### config.mk
export PLATFORM = sky130hd
export DESIGN_NAME = cntlz_pipe
export DESIGN_NICKNAME = d
export VERILOG_FILES = /design/src/rtl/cntlz_pipe.sv
export SDC_FILE = /design/constraint.sdc
export NUM_CORES = 1
export LEC_CHECK = 0
export BUFFER_PORTS_ARGS = -buffer_cell sky130_fd_sc_hd__buf_2
export CAP_MARGIN = 20
export CORE_MARGIN = 3
export CORE_UTILIZATION = 40
export DETAILED_ROUTE_END_ITERATION = 7
export GPL_TIMING_DRIVEN = 1
export PLACE_DENSITY_LB_ADDON = 0.1
export RECOVER_POWER = 50
export REMOVE_ABC_BUFFERS = 1
export SYNTH_ARGS = -nofsm -noshare
export SYNTH_HDL_FRONTEND = slang
export SYNTH_SLANG_ARGS = --single-unit
### constraint.sdc
create_clock -name clk -period 3.05 [get_ports clk]
set_input_delay 0.61 -clock clk [delete_from_list [all_inputs] [get_ports clk]]
set_output_delay 0.61 -clock clk [all_outputs]
set_load 0.03 [all_outputs]
### src/rtl/cntlz_pipe.sv
// Pipelined leading/trailing zero/one counter with valid/ready on both sides and 2-cycle latency.
// Optional feature: define CNTLZ_PIPE_POPCNT_EN to add the o_pop population-count output.
module cntlz_pipe #(
  parameter  int unsigned WID = 64,
  localparam int unsigned CW  = $clog2(WID + 1)
) (
  input  logic           clk,
  input  logic           rst_n,
  input  logic           i_valid,
  output logic           i_ready,
  input  logic [1:0]     i_mode,
  input  logic [WID-1:0] i,
  output logic           o_valid,
  input  logic           o_ready,
  output logic [CW-1:0]  o_cnt,
  output logic           o_all
`ifdef CNTLZ_PIPE_POPCNT_EN
  ,
  output logic [CW-1:0]  o_pop
`endif
);

  localparam int unsigned NB = WID / 8;

  // Leading-zero count of one byte, 0..8
  function automatic logic [3:0] lz8(input logic [7:0] b);
    logic [3:0] n;
    casez (b)
      8'b1???????: n = 4'd0;
      8'b01??????: n = 4'd1;
      8'b001?????: n = 4'd2;
      8'b0001????: n = 4'd3;
      8'b00001???: n = 4'd4;
      8'b000001??: n = 4'd5;
      8'b0000001?: n = 4'd6;
      8'b00000001: n = 4'd7;
      default:     n = 4'd8;
    endcase
    return n;
  endfunction

  logic           adv1, adv2;
  logic           v1_q, v2_q;
  logic [WID-1:0] rev, x;
  logic [NB-1:0][3:0] bcnt_d, bcnt_q;  // index 0 is the most significant byte
  logic [CW-1:0]  cnt_d, cnt_q;
  logic           all_d, all_q;

  // Handshake chain: a stage may load when it is empty or the stage after it is moving
  assign adv2    = !v2_q || o_ready;
  assign adv1    = !v1_q || adv2;
  assign i_ready = adv1 && rst_n;
  assign o_valid = v2_q;
  assign o_cnt   = cnt_q;
  assign o_all   = all_q;

  // Bit-reverse operand for the trailing modes
  always_comb begin
    rev = '0;
    for (int b = 0; b < WID; b++) begin
      rev[b] = i[WID-1-b];
    end
  end

  // Fold all four modes into a leading-zero count of x
  always_comb begin
    x = i_mode[1] ? rev : i;
    if (i_mode[0]) begin
      x = ~x;
    end
  end

  // Per-byte leading-zero counts, MSB byte first
  always_comb begin
    bcnt_d = '0;
    for (int k = 0; k < NB; k++) begin
      bcnt_d[k] = lz8(x[WID-1-8*k -: 8]);
    end
  end

  // Stage 1 register: byte counts plus valid
  always_ff @(posedge clk or negedge rst_n) begin
    if (!rst_n) begin
      v1_q   <= 1'b0;
      bcnt_q <= '0;
    end else if (adv1) begin
      v1_q <= i_valid;
      if (i_valid) begin
        bcnt_q <= bcnt_d;
      end
    end
  end

  // Find the first non-full byte from the MSB end and combine its offset with its count
  always_comb begin
    logic found;
    found = 1'b0;
    cnt_d = CW'(WID);
    all_d = 1'b1;
    for (int k = 0; k < NB; k++) begin
      if (!found && (bcnt_q[k] != 4'd8)) begin
        found = 1'b1;
        cnt_d = CW'(8 * k) + CW'(bcnt_q[k]);
        all_d = 1'b0;
      end
    end
  end

  // Stage 2 register: valid follows stage 1; results change only when a valid entry loads
  always_ff @(posedge clk or negedge rst_n) begin
    if (!rst_n) begin
      v2_q  <= 1'b0;
      cnt_q <= '0;
      all_q <= 1'b0;
    end else if (adv2) begin
      v2_q <= v1_q;
      if (v1_q) begin
        cnt_q <= cnt_d;
        all_q <= all_d;
      end
    end
  end

`ifdef CNTLZ_PIPE_POPCNT_EN
  logic [NB-1:0][3:0] bpop_d, bpop_q;
  logic [CW-1:0]      pop_d, pop_q;

  assign o_pop = pop_q;

  // Per-byte popcount of the raw operand, independent of mode
  always_comb begin
    bpop_d = '0;
    for (int k = 0; k < NB; k++) begin
      for (int b = 0; b < 8; b++) begin
        bpop_d[k] = bpop_d[k] + 4'(i[8*k+b]);
      end
    end
  end

  // Stage 1 popcount register, loaded alongside the byte counts
  always_ff @(posedge clk or negedge rst_n) begin
    if (!rst_n) begin
      bpop_q <= '0;
    end else if (adv1 && i_valid) begin
      bpop_q <= bpop_d;
    end
  end

  // Sum of byte popcounts
  always_comb begin
    pop_d = '0;
    for (int k = 0; k < NB; k++) begin
      pop_d = pop_d + CW'(bpop_q[k]);
    end
  end

  // Stage 2 popcount register, same load condition as o_cnt
  always_ff @(posedge clk or negedge rst_n) begin
    if (!rst_n) begin
      pop_q <= '0;
    end else if (adv2 && v1_q) begin
      pop_q <= pop_d;
    end
  end
`endif

endmodule
==> run metrics <==
outcome complete, no violations; Core Region 0.0110 mm²; htree depth 2; share of cells above drive strength 1 17.8%; storage element area 0.00105 mm²; initial antenna violation count 0; crit path max fanout 15; fin nets 733; R2R cell count 5; worst slew pin tran 587 ps; Hold Path Class input pin to asynchronous set/reset pin; Total Power 1.76 mW; CP Data Arrival Time 2380 ps; Synth top area share 23.2%; Post-Place Worst Slack 507 ps; Mapped Area 0.00454 mm²; sequential area share after synthesis 23.2%; CTS Buf Count 5; final period utilization 72.6%; port bufs 79; largest net degree at the start of global routing 123; worst path required time 3220 ps; final estimated routing congestion in global placement 0.827; Root Buffer clkbuf_16; Multi-input gate area 0.00328 mm²; detailed placement HPWL 8810 µm; YS warnings 0; Avg Inst Size Synth 7.55 µm²; #FFs+latches synth 42; leakage power 2.16 nW; Crit Path Category input pin to flip-flop; drt wl/cell 14.5 µm; Synth async-reset ratio 100%; fmax 452 MHz; Worst-path clk slew 60 ps; worst vdd ir 0.241 mV; final wirelength 11700 µm; Via density 5.63; Unique masters post-synth 60; global-route wire length before repair 20100 µm; final hold viol count 0; post-cts resize count 0; element type at the critical path start input pin; hold_buf cts 0; post-route ant nets 0; CTS tree yes; Sink Count 42; routed via count 4524; vias in the first global route 4206; Initial Util 41.3%; synthesized instance count 601; setup bufs post-CTS 0; Slew HR 60.3%; Setup-failing EPs final 0; Die X 112 µm; Primary FF master, synth dfrtp_1; DR pass1 iterations 4; top post-synthesis cells by count 69 x nand2_1, 48 x nor3_1, 42 x dfrtp_1; FP Rows 38; Die ar. 0.0127 mm²; largest cells by area after synthesis dfrtp_1 23%, nand2_1 5.7%, nor3_1 5.3%; Post-synth EDFFs 0; Placement Cell Area 0.00504 mm²; Post-Layout Cell Count 803; Setup crit end kind flip-flop; max cap viols 0; DRT iter0 DRCs 266; detailed-route DRC error count 0; most frequent cell after synthesis nand2_1; Slew Limit Fails 0; GR Util All Layers 18.6%; Die H 112 µm; RSZ-0062 raised after global routing no; gr ovfl total 0; final worst slack 835 ps; post-route cell area 0.00517 mm²; Worst Hold Slack 415 ps; DP Cell Count 796; Max Clock Skew 3.97 ps; num ports 80; CTS Buffer Depth 2; fillers 1109; ANT cells 0; Power Density 341 mW/mm²; setup TNS 0 ps; final core utilization 47.1%; clk_lat worst skew 280 ps; cell taking the most area after synthesis dfrtp_1; min Tclk post-route 2210 ps; Area Overhead vs Synth 14.0%
-- power by group --
group	internal (mW)	total [mW]	switching, mW	leakage (nW)
clock network	0.299	0.500	0.201	0.0640
registers	0.616	0.673	0.0578	0.549
logic	0.252	0.588	0.337	1.55
-- sequential cells by signal, summed over array words and instances (netlist names) --
name     cells
bcnt_q      32
o_all        1
o_cnt        7
o_valid      1
v1_q         1
-- metal layers --
metal,vias up,routed length [µm],track usage [%]
met5,-,0,0
met4,0,99,3.37
met3,9,459,2.48
met2,73,5260,29.6
met1,2081,5840,27.3
li1,2361,-,-
-- final timing paths --
kind | to | slack [ps] | start
max | bcnt_q[8] | 840 | i_mode[0]
min | o_valid | 420 | rst_n
max reg2reg | o_cnt[2] | 910 | bcnt_q[24]
min reg2reg | o_cnt[5] | 490 | o_cnt[5]
max in group asynchronous | bcnt_q[10] | 2260 | rst_n
min in group clk | o_cnt[5] | 490 | o_cnt[5]
-- cell type report --
| type | count | share of cell area (%) |
|---|---|---|
| tap | 140 | 3.39 |
| timing repair buffer | 89 | 9.53 |
| multi-input combinational | 513 | 63.3 |
| clock buffer | 7 | 2.56 |
| sequential | 42 | 20.3 |
| inverter | 12 | 0.871 |
-- worst max-delay path, cell delays in order --
cell      delay [ps]
buf_4            130
inv_2            310
mux4_2           570
o211ai_1         160
o21ai_1           80
a2111o_1         400
o211a_1          120
-- cells in the final DEF (no fill, tap or decap), types with 11 or more instances in the layout --
| cell | instances |
|---|---|
| nor3_1 | 48 |
| xnor2_1 | 11 |
| mux2i_1 | 19 |
| o21ai_0 | 39 |
| mux2_2 | 11 |
| a21oi_1 | 25 |
| nor2b_1 | 22 |
| nand2b_1 | 29 |
| nand2_1 | 69 |
| dfrtp_1 | 42 |
| a31oi_1 | 13 |
| and3_1 | 22 |
| buf_2 | 74 |
| nor2_1 | 41 |
| nand3_1 | 24 |
-- cells by family (layout without fill, tap and decap cells) --
group	after synthesis	count (layout)	share of synthesized area (%)
flops	42	42	23.2
simple gates	310	310	36.3
buf+inv	46	108	4.61
mux	40	40	11.9
compound gates	152	152	21.9
xor+xnor	11	11	2.12
Power figures use the tool's default switching activity.
